<file path="src/rtl/instr_sequencer_pkg.sv">
// ---------------------------------------------------------------------------
// instr_sequencer_pkg
//   Shared ISA definitions for the 4-bit microcode processor. The datapath
//   decoder imports the same package, so both sides always agree on:
//     - the jump field bit positions inside an 8-bit instruction
//     - the jump kind codes (JNZ = 2'b01, J = 2'b11)
//     - the sequencer state encoding, which also appears on the debug port
//   Exports: bit-position localparams, kind codes, seq_state_e, is_jump_op().
// ---------------------------------------------------------------------------
package instr_sequencer_pkg;

  // Instruction field positions. A jump-class instruction has bit 7 clear and
  // bit 4 set. Bits [6:5] select the kind, and bits [3:0] hold the target.
  localparam int JUMP_N_BIT = 7;
  localparam int JUMP_BIT   = 4;
  localparam int KIND_HI    = 6;
  localparam int KIND_LO    = 5;
  localparam int TGT_HI     = 3;

  localparam logic [1:0] KIND_JNZ = 2'b01;
  localparam logic [1:0] KIND_J   = 2'b11;

  typedef enum logic [2:0] {
    ST_IDLE   = 3'd0,
    ST_FETCH  = 3'd1,
    ST_DECODE = 3'd2,
    ST_EXEC   = 3'd3,
    ST_NEXT   = 3'd4,
    ST_HALT   = 3'd5
  } seq_state_e;

  // A jump-class instruction never reaches the datapath.
  function automatic logic is_jump_op(input logic [7:0] ir);
    return ~ir[JUMP_N_BIT] & ir[JUMP_BIT];
  endfunction

endpackage

</file>
<file path="src/rtl/instr_sequencer_jump_resolve.sv">
// ---------------------------------------------------------------------------
// instr_sequencer_jump_resolve
//   Purely combinational jump resolution. It takes the IR, the current PC and
//   the datapath zero flag, and produces three results:
//     is_jump_o   : the instruction is jump-class (J, JNZ or a jump-class NOP)
//     target_o    : the next PC for this instruction (pc+1 unless taken)
//     self_jump_o : an unconditional J to the current PC (halt condition)
//   Ports: ir_i, pc_i, zero_flag_i in; is_jump_o, target_o, self_jump_o out.
// ---------------------------------------------------------------------------
module instr_sequencer_jump_resolve
  import instr_sequencer_pkg::*;
#(
  parameter int ADDR_W  = 4,
  parameter int INSTR_W = 8
) (
  input  logic [INSTR_W-1:0] ir_i,
  input  logic [ADDR_W-1:0]  pc_i,
  input  logic               zero_flag_i,
  output logic               is_jump_o,
  output logic [ADDR_W-1:0]  target_o,
  output logic               self_jump_o
);

  logic [1:0]        kind;
  logic [ADDR_W-1:0] field;
  logic [ADDR_W-1:0] pc_inc;

  assign kind   = ir_i[KIND_HI:KIND_LO];
  assign field  = ADDR_W'(ir_i[TGT_HI:0]);
  // The natural overflow of ADDR_W bits gives the modulo wrap.
  assign pc_inc = pc_i + ADDR_W'(1);

  always_comb begin
    is_jump_o   = is_jump_op(ir_i[7:0]);
    target_o    = pc_inc;
    self_jump_o = 1'b0;
    if (is_jump_o) begin
      case (kind)
        KIND_J: begin
          target_o    = field;
          self_jump_o = (field == pc_i);
        end
        KIND_JNZ: begin
          if (!zero_flag_i) target_o = field;
        end
        // Kinds 00 and 10 are jump-class NOPs: fall through to pc+1.
        default: ;
      endcase
    end
  end

endmodule

</file>
<file path="src/rtl/instr_sequencer.sv">
// ---------------------------------------------------------------------------
// instr_sequencer
//   Fetch / decode / execute sequencer for the 4-bit microcode processor.
//   This block owns the PC and the IR.
//   - It fetches instructions over a req/ack memory port.
//   - It resolves J and JNZ internally.
//   - It issues every other instruction to the datapath over valid/done.
//
//   Handshakes:
//     mem_req stays high until the cycle in which mem_ack is sampled high.
//     instr_valid stays high until the cycle in which dp_done is sampled high.
//     mem_ack is ignored outside FETCH. dp_done is ignored outside EXEC.
//
//   Ports: clk, rst_n (async, active low), run, mem_req/mem_addr/mem_ack/
//     mem_rdata, instr/instr_valid/dp_done, zero_flag, pc, halted,
//     step (only with SINGLE_STEP_EN), state_dbg (current FSM state).
//
//   Build option SINGLE_STEP_EN: when defined, NEXT stalls until step=1, and
//   the step input port exists. When undefined, NEXT lasts one cycle and the
//   step port is absent.
// ---------------------------------------------------------------------------
module instr_sequencer
  import instr_sequencer_pkg::*;
#(
  parameter int ADDR_W   = 4,
  parameter int INSTR_W  = 8,
  parameter int RESET_PC = 0
) (
  input  logic               clk,
  input  logic               rst_n,
  input  logic               run,
  output logic               mem_req,
  output logic [ADDR_W-1:0]  mem_addr,
  input  logic               mem_ack,
  input  logic [INSTR_W-1:0] mem_rdata,
  output logic [INSTR_W-1:0] instr,
  output logic               instr_valid,
  input  logic               dp_done,
  input  logic               zero_flag,
  output logic [ADDR_W-1:0]  pc,
  output logic               halted,
`ifdef SINGLE_STEP_EN
  input  logic               step,
`endif
  output seq_state_e         state_dbg
);

  seq_state_e         state_q,  state_d;
  logic [ADDR_W-1:0]  pc_q,     pc_d;
  logic [INSTR_W-1:0] ir_q,     ir_d;
  logic [ADDR_W-1:0]  target_q, target_d;

  logic              res_is_jump;
  logic [ADDR_W-1:0] res_target;
  logic              res_self_jump;

  instr_sequencer_jump_resolve #(
    .ADDR_W  (ADDR_W),
    .INSTR_W (INSTR_W)
  ) u_jump_resolve (
    .ir_i        (ir_q),
    .pc_i        (pc_q),
    .zero_flag_i (zero_flag),
    .is_jump_o   (res_is_jump),
    .target_o    (res_target),
    .self_jump_o (res_self_jump)
  );

  always_ff @(posedge clk or negedge rst_n) begin
    if (!rst_n) begin
      state_q  <= ST_IDLE;
      pc_q     <= ADDR_W'(RESET_PC);
      ir_q     <= '0;
      target_q <= '0;
    end else begin
      state_q  <= state_d;
      pc_q     <= pc_d;
      ir_q     <= ir_d;
      target_q <= target_d;
    end
  end

  always_comb begin
    state_d  = state_q;
    pc_d     = pc_q;
    ir_d     = ir_q;
    target_d = target_q;
    case (state_q)
      ST_IDLE: begin
        if (run) state_d = ST_FETCH;
      end
      ST_FETCH: begin
        if (mem_ack) begin
          ir_d    = mem_rdata;
          state_d = ST_DECODE;
        end
      end
      ST_DECODE: begin
        // Decode is the only cycle in which zero_flag is sampled. The target
        // is frozen here so that later changes to zero_flag cannot redirect
        // the jump.
        target_d = res_target;
        if (res_self_jump)    state_d = ST_HALT;
        else if (res_is_jump) state_d = ST_NEXT;
        else                  state_d = ST_EXEC;
      end
      ST_EXEC: begin
        if (dp_done) state_d = ST_NEXT;
      end
      ST_NEXT: begin
`ifdef SINGLE_STEP_EN
        // Dropping run still retires the instruction. Otherwise NEXT waits
        // for step. The PC moves only on the cycle that leaves NEXT.
        if (!run) begin
          pc_d    = target_q;
          state_d = ST_IDLE;
        end else if (step) begin
          pc_d    = target_q;
          state_d = ST_FETCH;
        end
`else
        pc_d    = target_q;
        state_d = run ? ST_FETCH : ST_IDLE;
`endif
      end
      // Halt is sticky: only reset leaves this state, and the PC stays frozen.
      ST_HALT: state_d = ST_HALT;
      default: state_d = ST_IDLE;
    endcase
  end

  assign mem_req     = (state_q == ST_FETCH);
  assign mem_addr    = pc_q;
  assign instr       = ir_q;
  assign instr_valid = (state_q == ST_EXEC);
  assign pc          = pc_q;
  assign halted      = (state_q == ST_HALT);
  assign state_dbg   = state_q;

endmodule

</file>
<file path="config.mk">
export PLATFORM = sky130hd
export DESIGN_NAME = instr_sequencer
export DESIGN_NICKNAME = d
export VERILOG_FILES = /design/src/rtl/instr_sequencer_pkg.sv /design/src/rtl/instr_sequencer_jump_resolve.sv /design/src/rtl/instr_sequencer.sv
export SDC_FILE = /design/constraint.sdc
export NUM_CORES = 1
export LEC_CHECK = 0
export ABC_AREA = 1
export BUFFER_PORTS_ARGS = -buffer_cell sky130_fd_sc_hd__buf_2
export CAP_MARGIN = 20
export CORE_ASPECT_RATIO = 0.7
export CORE_MARGIN = 1
export CORE_UTILIZATION = 50
export DETAILED_ROUTE_END_ITERATION = 16
export PLACE_DENSITY = 0.8
export SYNTH_ARGS = -nofsm -noshare
export SYNTH_HDL_FRONTEND = slang
export SYNTH_HIERARCHICAL = 1
export SYNTH_SLANG_ARGS = --single-unit
</file>
<file path="constraint.sdc">
create_clock -name clk -period 1.5 [get_ports clk]
set_clock_uncertainty 0.1 [all_clocks]
set_input_delay 0.075 -clock clk [delete_from_list [all_inputs] [get_ports clk]]
set_output_delay 0.075 -clock clk [all_outputs]
set_load 0.01 [all_outputs]
</file>
* Word level (Yosys, flattened, before mapping) *
Cells that the tools add are included.

word-level totals
  bits in registers = 19
  output and inout port bits = 22
  logic and storage cells = 33
  input bits = 14

operators by class
  eq/ne operators = 11
  $add $sub $neg = 1
  bitwise logic cells = 2
  reductions and logical operators = 3
  mux-type cells = 12

operator list
  operator                                                                count
  3-bit one-hot mux with 6 select lines                                   1
  3-bit 2-to-1 mux                                                        5
  4-bit 2-to-1 mux                                                        2
  4-bit one-hot mux with 2 select lines                                   1
  3-bit by 2-bit equality test with 1-bit output (second input constant)  2
  3-bit equality test (second input constant)                             2
  4-bit by 1-bit adder with 4-bit output (second input constant)          1
  4-bit equality test                                                     1
  2-bit by 1-bit != test with 1-bit output (second input constant)        2
  3-bit by 1-bit equality test with 1-bit output (second input constant)  1
  3-bit zero test                                                         1
  1-bit 2-to-1 mux                                                        3
  3-bit AND reduction                                                     1
  2-bit by 1-bit equality test with 1-bit output (second input constant)  1
  2-bit equality test (second input constant)                             1
  2-bit != test (second input constant)                                   1
  2-bit AND reduction                                                     1
  1-bit AND                                                               1
  1-bit NOT                                                               1

* Longest topological paths before layout *
  word-level depth = 5
  mapped depth = 11
  depth with buffers taken out = 11

* Cells and area by module *
The synthesis kept the hierarchy.

by module, submodules not included
  module                        instances  area each (µm²)  cells each  sequential area each (µm²)
  instr_sequencer               1          915.9            116         475.5
  instr_sequencer_jump_resolve  1          245.2            45          0.0

* Worst setup path after synthesis *
OpenSTA, ideal clock, no wires.

  kind = register -> register
  start = reg ir_q[7], in the netlist instr[7]
  end = reg state_q[1], in the netlist state_dbg[1]
  buffers on the path = 0
  required time = 1.282 ns
  period minus slack after synthesis = 1.439 ns
  setup time = 0.118 ns
  arrival = 1.221 ns
  setup slack = 0.061 ns
  cell stages (with the launch flop) = 11
  cell sequence = dfrtp_1 > inv_1 > nand2_2 > nor2_8 > nand2_2 > nor3_2 > nor2_1 > inv_1 > nor2_1 > nor2_1 > o21ai_2

on the way
  longest elaborated chain between the ends = 5
  elaborated cells on any way between the ends = 6
  those cells by class = mux: 4; bitwise: 2

ends and longest elaborated chain
  element                                RTL line                            RTL
  start, declared                        instr_sequencer.sv:50               logic [INSTR_W-1:0] ir_q, ir_d;
  start signal, assigned                 instr_sequencer.sv:78               ir_q <= ir_d;
  1-bit NOT                              instr_sequencer_pkg.sv:34           return ~ir[JUMP_N_BIT] & ir[JUMP_BIT];
  1-bit AND                              instr_sequencer_pkg.sv:34
  1-bit 2-to-1 mux                       instr_sequencer_jump_resolve.sv:37  if (is_jump_o) begin
  net res_self_jump                      instr_sequencer.sv:55               logic res_self_jump;
  3-bit 2-to-1 mux                       instr_sequencer.sv:103              if (res_self_jump) state_d = ST_HALT;
  3-bit one-hot mux with 6 select lines  instr_sequencer.sv:88               case (state_q)
  end signal, assigned                   instr_sequencer.sv:76               state_q <= state_d;
  end, declared                          instr_sequencer.sv:48               seq_state_e state_q, state_d;

The timed path passes the listed nets, and every way through them passes these cells.
A chain may end at the register's enable or synchronous reset.

* Worst setup path after layout *
  start = reg ir_q[3], in the netlist instr[3]
  end = reg state_q[1], in the netlist state_dbg[1]

on the way
  longest elaborated chain between the ends = 5

ends and longest elaborated chain
  element                                RTL line                            RTL
  4-bit equality test                    instr_sequencer_jump_resolve.sv:41  self_jump_o = (field == pc_i);
  1-bit 2-to-1 mux                       instr_sequencer_jump_resolve.sv:38  case (kind)
  1-bit 2-to-1 mux                       instr_sequencer_jump_resolve.sv:37
  net res_self_jump                      instr_sequencer.sv:55
  3-bit 2-to-1 mux                       instr_sequencer.sv:103
  3-bit one-hot mux with 6 select lines  instr_sequencer.sv:88

The timed path passes the listed nets, and every way through them passes these cells.

==> flow_summary_export.csv <==
group,metric,value,unit
yosys,avgSynthCellArea,7.21,um2
floorplan,dieArea,2520,um2
timing,rsz0062_at_grt,"true",
yosys,netlist_area,1160,um2
place,port_buffers,35,
critical_path,end_kind,"flop",
clocking,cts_root_buf,"clkbuf_4",
clocking,clock_latency,0.29,ns
min_path,hold_class,"in -> reg",
yosys,synth_fa_ha_area_share,1.08,%
clocking,ctsHtreeMaxLevel,1,
yosys,synth_top_area_share,40.9,%
timing,period_needed,1.48,ns
floorplan,start_util,53.5,%
timing,hold_viol,0,
timing,slew_violations,0,
yosys,yosys.area.top_type,"dfrtp_1",
timing,tns,0,ns
power_and_ir_drop,power.leakage,0.933,nW
global_route,grt_pass1_vias,1071,
yosys,synth_common_cells,"nand2_1, dfrtp_1, inv_1, nand3_1, nor2_1",
cells_and_area,diodes,0,
place,place_congestion,0.783,
yosys,synth_xor_area_share,3.02,%
job,maxCapViolations,0,
yosys,synth_ff_type,"dfrtp_1",
clocking,numCtsBuffers,3,
place,dpl_cell_area,1380,um2
global_route,grt_overflow,0,
routing,num_vias,1219,
critical_path,cp.required,1.59,ns
clocking,tritoncts,"done",
routing,first_iter_violations,55,
critical_path,crit_arrival,1.58,ns
timing,relSlewSlack,70.7,%
place,place_inst,229,
routing,routed_via_density,4.86,
critical_path,worstSetupPathType,"reg -> reg",
yosys,ys_types,24,
outcome,run_status,"complete, no violations",
routing,dr.pass1.iters,4,
place,hpwl,1.99,mm
critical_path,start_kind,"flop",
global_route,grt.total_usage,25.0,%
floorplan,die_x,59.6,um
global_route,grt_max_degree,20,
cells_and_area,drive_above_1_share,34.2,%
cells_and_area,syn_to_final_growth,37.7,%
yosys,synth_cells,161,
cells_and_area,nets,235,
clocking,clockBufferDepth,2,
routing,drt-wirelength-per-cell,11.9,um
yosys,synthMuxAreaShare,0,%
floorplan,pin_count,36,
routing,drt-total-wl,2.98,mm
timing,setup_violations,0,
yosys,synth_edf_count,0,
yosys,yosysSeqAreaShare,40.9,%
routing,route.detailed.drc,0,
power_and_ir_drop,irDropWorstVdd,1.02,mV
cells_and_area,finalNonFillerCells,251,
critical_path,cp_max_fo,5,
floorplan,dieHeight,42.3,um
yosys,synthArstFlopShare,100,%
yosys,synth_nets,176,
power_and_ir_drop,powerDensity,2030,nW/um2
timing,fin_crit_sh,98.9,%
floorplan,rows,14,
yosys,yosysWarningCount,6,
floorplan,core_area,2170,um2
routing,drtAntennaViolNets,0,
global_route,grt_pass1_wl,4.69,mm
cells_and_area,final_design_area_no_fill,1600,um2
yosys,synth_compound_area_share,4.20,%
yosys,synth_top_family_by_area,"simple AND/OR/NAND/NOR gates",
timing,fmax,674,MHz
clocking,clk_pin_slew,0.11,ns
yosys,synth.most_common_cell,"nand2_1",
clocking,numClockSinks,19,
yosys,synth.area.top_cells,"dfrtp_1, nand2_1, nand3_1",
yosys,yosys.area_share.simple,39.3,%
timing,worst_pin_slew,0.440,ns
yosys,ys_ff_latch,19,
global_route,antenna_found_initial,0,
-- path summary, 6_finish.rpt --
check                             from            to  slack [ns]  cells after the start
setup / recovery              instr[3]  state_dbg[1]        0.02                      8
hold reg to reg            target_q[2]   target_q[2]        0.40                      2
min in group asynchronous        rst_n   mem_addr[2]        0.14                      2
hold / removal                 mem_ack      instr[1]        0.01                      3
setup reg to reg              instr[3]  state_dbg[1]        0.02                      8
max in group asynchronous        rst_n   mem_addr[0]        0.83                      2
-- report_power, final --
group / internal, mW / leakage (nW) / switching [mW]
sequential: 0.749 / 0.239 / 0.255
combinational: 0.865 / 0.679 / 1.12
clock: 0.103 / 0.0150 / 0.157
-- area by class of cell --
type                       instances  area (um2)
multi-input combinational        114         577
tap                               32        40.0
inverter                          21        78.8
fill                             175         573
sequential                        19         478
clock buffer                       4        26.3
timing repair buffer              61         399
-- through the flow --
| step | utilization [%] | power, mW | hold slack, ns | setup slack, ns |
|---|---|---|---|---|
| after floorplan | - | 2.13 | -0.321 | 0.0613 |
| after global placement | 63.7 | 2.61 | -0.0630 | 0.117 |
| after detailed placement | 63.7 | 2.67 | -0.0535 | 0.0545 |
| after CTS | 70.1 | 2.99 | 0.00585 | 0.0236 |
| after global routing | 73.6 | 3.53 | 0.0189 | -0.0754 |
| final | 73.6 | 3.25 | 0.0139 | 0.0170 |
-- timing repair --
action	CTS	global route
resized for setup	2	8
endpoints found under the hold margin	29	0
pin swaps	0	5
hold buffers	10	0
endpoints found under the setup margin	1	7
setup buffers	1	7
-- layer usage --
| metal | track usage, % | up-vias | routed length, um |
|---|---|---|---|
| met1 | 34.8 | 551 | 1380 |
| met4 | 7.44 | 0 | 70 |
| li1 | - | 608 | - |
| met5 | 0 | - | 0 |
| met2 | 38.4 | 52 | 1370 |
| met3 | 6.17 | 8 | 158 |
-- state kept, by name (all words and copies together), names as in the netlist --
name / cells
instr: 8
state_dbg: 3
target_q: 4
mem_addr: 4
-- worst max-delay path, stage by stage, from the launching register on --
cell and delay [ns]:
dfrtp_1 0.45, xnor2_1 0.18, nand2_1 0.11, nor3_4 0.20
nor2_2 0.07, inv_1 0.05, nor2_1 0.04, nor2_1 0.13
o21ai_2 0.06
-- kinds of logic (layout without fill, tap and decap cells) --
family | after synthesis | in the layout
AND/OR/NAND/NOR | 100 | 100
buffers and inverters | 28 | 86
flip-flops | 19 | 19
AO/OA/AOI/OAI | 9 | 9
XOR/XNOR | 4 | 4
adder cells (fa/ha/maj) | 1 | 1
-- cell usage in the layout (no fill, tap or decap) --
cell type | netlist | layout
a21oi_1 | 1 | 1
buf_2 | 1 | 35
buf_4 | 5 | 15
buf_6 | 1 | 1
clkbuf_1 | 0 | 1
clkbuf_4 | 0 | 3
dfrtp_1 | 19 | 17
dfrtp_2 | 0 | 2
dlygate4sd3_1 | 0 | 10
ha_1 | 1 | 1
inv_1 | 18 | 18
inv_2 | 3 | 3
nand2_1 | 60 | 59
nand2_2 | 4 | 5
nand3_1 | 18 | 17
nand3_2 | 2 | 3
nand4_1 | 1 | 1
nor2_1 | 8 | 6
nor2_2 | 3 | 4
nor2_4 | 0 | 1
nor2_8 | 1 | 1
nor3_1 | 1 | 1
nor3_4 | 0 | 1
o21ai_0 | 4 | 3
o21ai_1 | 3 | 4
o21ai_2 | 1 | 1
or2_0 | 1 | 1
xnor2_1 | 3 | 3
xor2_1 | 1 | 1
Power figures use the tool's default switching activity.
